--- src/rtl/lfsr_rand_src_8.sv ---
// 8-bit Fibonacci LFSR word source with seed load, warm-up, decorrelation gap and valid/ready output.
// Optional feature: define LFSR_ENTROPY_MIX_EN to add entropy_in, XORed into the feedback during WARMUP and GAP steps.
module lfsr_rand_src_8 #(
   parameter int WARMUP_CYCLES = 16,
   parameter int STEP_GAP      = 8
) (
   input  logic       clk,
   input  logic       clr,
   input  logic       seed_load,
   input  logic [7:0] seed_in,
   input  logic       start,
   input  logic       stop,
   input  logic       rand_ready,
`ifdef LFSR_ENTROPY_MIX_EN
   input  logic       entropy_in,
`endif
   output logic [7:0] rand_out,
   output logic       rand_valid,
   output logic       busy
);

   localparam logic [1:0] S_IDLE   = 2'd0;
   localparam logic [1:0] S_WARMUP = 2'd1;
   localparam logic [1:0] S_HOLD   = 2'd2;
   localparam logic [1:0] S_GAP    = 2'd3;

   // Reload values are clamped so illegal-but-harmless parameter corners still elaborate cleanly.
   localparam logic [7:0] WARM_LOAD = 8'((WARMUP_CYCLES > 0) ? (WARMUP_CYCLES - 1) : 0);
   localparam logic [7:0] GAP_LOAD  = 8'((STEP_GAP > 1) ? (STEP_GAP - 2) : 0);
   localparam logic       WARM_EN   = (WARMUP_CYCLES > 0);
   localparam logic       GAP_EN    = (STEP_GAP > 1);

   logic [1:0] state, state_n;
   logic [7:0] lfsr, lfsr_n;
   logic [7:0] cnt, cnt_n;
   logic       fb_base;
   logic [7:0] step_plain;
   logic [7:0] step_mix;

   assign fb_base    = lfsr[7] ^ lfsr[5] ^ lfsr[4] ^ lfsr[3];
   assign step_plain = {lfsr[6:0], fb_base};

`ifdef LFSR_ENTROPY_MIX_EN
   // Mixed feedback could hit the all-zero lockup state, so that one case is forced to 8'h01.
   logic [7:0] step_raw;
   assign step_raw = {lfsr[6:0], fb_base ^ entropy_in};
   assign step_mix = (step_raw == 8'h00) ? 8'h01 : step_raw;
`else
   assign step_mix = step_plain;
`endif

   always_comb begin
      state_n = state;
      lfsr_n  = lfsr;
      cnt_n   = cnt;
      if (seed_load) begin
         lfsr_n  = (seed_in == 8'h00) ? 8'h01 : seed_in;
         state_n = S_IDLE;
         cnt_n   = 8'h00;
      end else if (stop && (state != S_IDLE)) begin
         state_n = S_IDLE;
      end else begin
         case (state)
            S_IDLE: begin
               if (start) begin
                  if (WARM_EN) begin
                     state_n = S_WARMUP;
                     cnt_n   = WARM_LOAD;
                  end else begin
                     state_n = S_HOLD;
                  end
               end
            end
            S_WARMUP: begin
               lfsr_n = step_mix;
               if (cnt == 8'h00) state_n = S_HOLD;
               else              cnt_n   = cnt - 8'h01;
            end
            S_HOLD: begin
               // The accepting step uses plain feedback; only WARMUP and GAP steps mix entropy.
               if (rand_ready) begin
                  lfsr_n = step_plain;
                  if (GAP_EN) begin
                     state_n = S_GAP;
                     cnt_n   = GAP_LOAD;
                  end
               end
            end
            default: begin
               lfsr_n = step_mix;
               if (cnt == 8'h00) state_n = S_HOLD;
               else              cnt_n   = cnt - 8'h01;
            end
         endcase
      end
   end

   always_ff @(posedge clk) begin
      if (clr) begin
         state <= S_IDLE;
         lfsr  <= 8'h01;
         cnt   <= 8'h00;
      end else begin
         state <= state_n;
         lfsr  <= lfsr_n;
         cnt   <= cnt_n;
      end
   end

   assign rand_out   = lfsr;
   assign rand_valid = (state == S_HOLD);
   assign busy       = (state != S_IDLE);

endmodule

--- config.mk ---
export PLATFORM = sky130hd
export DESIGN_NAME = lfsr_rand_src_8
export DESIGN_NICKNAME = d
export VERILOG_FILES = /design/src/rtl/lfsr_rand_src_8.sv
export SDC_FILE = /design/constraint.sdc
export NUM_CORES = 1
export LEC_CHECK = 0
export CORE_MARGIN = 2
export CORE_UTILIZATION = 47
export DETAILED_ROUTE_END_ITERATION = 10
export GPL_TIMING_DRIVEN = 0
export PLACE_DENSITY = 0.81
export SYNTH_ARGS = -nofsm -noshare
export SYNTH_HDL_FRONTEND = slang
export SYNTH_SLANG_ARGS = --single-unit
--- constraint.sdc ---
create_clock -name clk -period 2 [get_ports clk]
set_clock_uncertainty 0.2 [all_clocks]
set_input_delay 0.3 -clock clk [delete_from_list [all_inputs] [get_ports clk]]
set_output_delay 0.3 -clock clk [all_outputs]
set_load 0.02 [all_outputs]
## Word-level counts from Yosys, hierarchy flattened

Index checks and enable logic that the tools add are counted.

| word-level totals | value |
|---|---|
| flip-flop bits (word level) | 18 |
| input port bits | 14 |
| output and inout port bits | 10 |
| logic and storage cells | 39 |

| cells by class | value |
|---|---|
| $add $sub $neg | 1 |
| eq/ne operators | 7 |
| multiplexer cells | 13 |
| bitwise logic cells | 4 |
| reduce and logical (&&, ||, !) cells | 11 |

Operators with widths:

| kind | count |
|---|---|
| $mux W8 | 7 |
| $pmux W8 S2 | 2 |
| $logic_not A8 Y1 | 2 |
| $ne A2 B2 Y1 const B | 4 |
| $sub A8 B1 Y8 const B | 1 |
| $mux W2 | 3 |
| $reduce_and A3 Y1 | 2 |
| $pmux W2 S2 | 1 |
| $reduce_and A4 Y1 | 1 |
| $ne A3 B2 Y1 const B | 1 |
| $ne A3 B3 Y1 const B | 1 |
| $reduce_bool A3 Y1 | 1 |
| $reduce_or A3 Y1 | 1 |
| $xor A1 B1 Y1 | 3 |
| $eq A2 B2 Y1 const B | 1 |
| $logic_not A2 Y1 | 1 |
| $reduce_bool A2 Y1 | 1 |
| $reduce_or A2 Y1 | 1 |
| $logic_and A1 B1 Y1 | 1 |
| $not A1 Y1 | 1 |

## Longest topological paths before layout

Gate-level depths: netlist of run 1.

| depth | value |
|---|---|
| word-level depth | 7 |
| depth in mapped cells | 7 |
| mapped depth without buffers | 6 |

## Worst setup path after synthesis of run 1

No wires, ideal clock.

| timing path | value |
|---|---|
| path kind | reg-to-reg |
| start | reg cnt[0] |
| end | reg cnt[3] |
| library setup time | 130 ps |
| arrival | 1422 ps |
| required time | 1670 ps |
| setup slack | 247 ps |
| cell stages (with the launch flop) | 8 |
| buffers on the path | 1 |
| clock period less this slack | 1753 ps |
| path through | dfxtp_1 -> inv_1 -> ha_1 -> nor2b_1 -> and4b_1 -> buf_2 -> o311ai_1 -> o31ai_1 |

| between the ends | value |
|---|---|
| cells in the longest elaborated chain, start to end | 3 |
| elaborated cells on any way between the ends | 6 |
| classes of those cells | add/sub (1); eq/ne (1); mux (2); reduce/logical (2) |

RTL lines:

| item | line | RTL |
|---|---|---|
| start, declared | 35 | `logic [7:0] cnt, cnt_n;` |
| start signal, assigned | 106 | `cnt <= cnt_n;` |
| $sub A8 B1 Y8 / $logic_not A8 Y1 (equally long branches) | n/a |  |
| $mux W8 / $ne A3 B2 Y1 (equally long branches) | n/a |  |
| $pmux W8 S2 / $reduce_and A4 Y1 (equally long branches) | n/a |  |

Parallel ways exist; a longest one is shown, timed or not. The select of a mux whose other input is x is not followed.
A chain may end at the register's enable or synchronous reset.

## Worst setup path in the final report of run 1

| timing path | value |
|---|---|
| start | reg state[0] |
| end | out busy |

| between the ends | value |
|---|---|
| cells in the longest elaborated chain, start to end | 1 |

RTL lines:

| item | line | RTL |
|---|---|---|
| start, declared | 33 | `logic [1:0] state, state_n;` |
| start signal, assigned | 104 | `state <= state_n;` |
| $reduce_bool A2 Y1 | 112 | `assign busy = (state != S_IDLE);` |
| end, declared | 19 | `output logic busy` |

No other way between the ends.

==> summary.txt, run 1 <==
Floorplanning
  • Rows: 17
  • I/O pin count: 24
  • Initial Utilization: 0.485
  • Die Span X: a little over 50 um
  • Placeable Area: about 2200 um2
  • Chip height: 51.3 um
  • Die area: 2630 um2

Setup path
  • Worst Setup Start Kind: flip-flop
  • Worst setup path startpoint: state[0]
  • Crit-path max FO: 6
  • CP endpoint: busy
  • Req. time, crit path: approximately 1500 ps
  • FF-to-FF Start: cnt[0]
  • R2r setup slk: 80 ps
  • Crit path DAT: 1440 ps
  • Crit path kind: flip-flop to output port
  • Reg2reg end: cnt[3]
  • Kind of end point of the critical path: output port
  • Reg2Reg Depth: 7

Routing
  • Initial drt markers: 33
  • Via count: 991
  • WL per Instance: 14.2 um
  • Routed vias/inst: 5.83
  • TritonRoute pass-1 iters: 4
  • Final Routed Wirelength: between 2000 and 2500 um
  • Post-route DRC: 0
  • Antenna Violating Nets Remaining: 0

GRT
  • Vias in the first global route: 954
  • Pin count of the biggest net entering global routing: 11
  • First-pass GRT wire length: 4050 um
  • Total GRT Usage: 0.201
  • GR Overflow Total: 0
  • Antenna violations before repair: 0

Synth
  • Number of unique standard cell types used by synthesis: 42
  • Sequential cell area fraction in the yosys report: 0.342
  • Synth Cell Area: 1050 um2
  • Syn Area/Cell: 9.07 um2
  • Syn Inst Count: 116
  • Yosys reg bits: 18
  • Ys flop type: dfxtp_1
  • Syn. warnings: 0
  • Synthesized Nets: 132
  • Post-synth EDFFs: 0
  • Async set or reset register ratio after synthesis: 0

Run status
  • Status: complete, no violations

STA
  • Max-Slew Margin vs Limit: 0.713
  • Clock period minus worst slack: roughly 1900 ps
  • Final Setup Violations: 0
  • Final period util: 0.970
  • Fin. max-slew vios: 0
  • RSZ-0062 raised after global routing: yes
  • Achievable Freq: 0.516 GHz
  • Hold Vio Cnt, Final: 0
  • Worst Tran Pin Value: between 400 and 500 ps
  • Worst hold margin: 255 ps

Clock tree
  • Skew-Pair Late Insertion Delay: 290 ps
  • CTS tree: built
  • Num Clock Sinks: 18
  • Root buffer cell: clkbuf_4
  • Num CTS Buffers: 3
  • Htree depth: 1
  • Worst-path clk slew: ~100 ps
  • CTS max path bufs: 2

Power and ir drop
  • Leakage: 0.510 nW
  • P per Cell Area: just over 600 nW/um2
  • Worst vdd ir: between 400 and 500 uV

Placement
  • Routability Congestion: 0.808
  • Detailed Place HPWL: roughly 1800 um
  • Placed Area: 1310 um2
  • Port Buffers: 22

Hold path
  • Min-delay worst type: primary input to flip-flop
  • Hold Crit Depth: 2

Cells and area
  • Post-layout nets: between 150 and 200
  • Core Util, Final: 0.622
  • Ant. Diodes: 0
  • Share of cells above drive strength 1: 0.169
  • Area Growth Syn to Fin: 28.3%
  • Fin area: 1350 um2

Run
  • Max Cap Viol: 0
[final cells by class]
class                      count  area (um2)
multi-input combinational     88         652
timing repair buffer          23         226
buffer                         6        35.0
sequential                    18         364
clock buffer                   3        22.5
fill                         196         820
inverter                       4        15.0
tap                           28        35.0
[worst min path at each step]
stage                 from           to  slack (ps)
finish                 clr  rand_out[5]         250
global route           clr  rand_out[3]         280
CTS                    clr  rand_out[5]         250
global placement    cnt[7]       cnt[7]         280
floorplan           cnt[7]       cnt[7]         270
detailed placement  cnt[7]       cnt[7]         290
[stage by stage]
stage | std cells | power (W) | TNS, ps | setup slack, ps
floorplan | 116 | 0.000549 | 0 | 247
global placement | 166 | 0.000631 | -170 | -91.2
detailed placement | 166 | 0.000636 | -229 | -126
CTS | 169 | 0.000819 | -11.6 | -11.6
global route | 170 | 0.000866 | -6.67 | -6.67
finish | 170 | 0.000817 | 0 | 60.3
[cells in the mapped netlist, types with 3 or more instances]
master	number	share of area
a211oi_1	7	0.050
a21oi_1	5	0.024
buf_2	3	0.014
dfxtp_1	18	0.34
inv_1	4	0.014
mux2i_1	8	0.076
nand2_1	6	0.021
nand4_1	3	0.018
nor2_1	15	0.054
nor2b_1	3	0.018
nor3_1	4	0.019
xnor2_1	3	0.025
[timing repair]
action,in CTS,in global routing
resized for setup,3,3
pin swaps,0,1
setup buffers,0,1
endpoints found under the setup margin,2,5
hold buffers,0,0
[layer usage]
layer,part of all wire,routed length [um],track usage
met1,0.45,1080,0.240
met2,0.51,1220,0.364
met3,0.044,105,0.0439
met4,0,0,0.0526
met5,0,0,0
[sequential cells by signal (all words and copies together), names as in the netlist]
name and cells:
cnt 8, state 2, rand_out 8
[kinds of logic after synthesis]
group,count (synthesis),share of synthesized area
fa+ha+maj,2,0.0238
xor+xnor,3,0.0250
flops,18,0.342
mux,8,0.0761
buf+inv,10,0.0475
compound gates,32,0.265
simple gates,43,0.220
[critical path, cell delays in order (launching register included)]
cell             delay, ps
dfxtp_2                450
nor2_4                  60
inv_1                   50
clkdlybuf4s50_1        590
[placed cells by master, fill, tap and decap left out, types with 2 or more instances in the layout]
cell,instances
nor3_1,4
clkbuf_4,3
inv_1,4
a21oi_1,5
dfxtp_1,15
nor4_1,2
nand4_1,3
mux2i_1,8
xnor2_1,3
ha_1,2
buf_2,3
nand2_1,6
nor2_1,15
a211oi_1,7
o21ai_1,2
o311ai_1,2
a21boi_0,2
a31oi_1,2
dfxtp_2,3
nor2b_1,3
clkdlybuf4s50_1,21
[report_power, final]
part	switching [W]	internal [W]
sequential	0.0000241	0.000380
clock	0.000112	0.0000702
combinational	0.000115	0.000116
total	0.000251	0.000566
(Power assumes the default switching activity.)
==> run 2: changes to the inputs <==
SLEW_MARGIN = 30   (was not set)
==> results of run 2 <==
The final DEF is identical to that of run 1; final timing and power are the same.
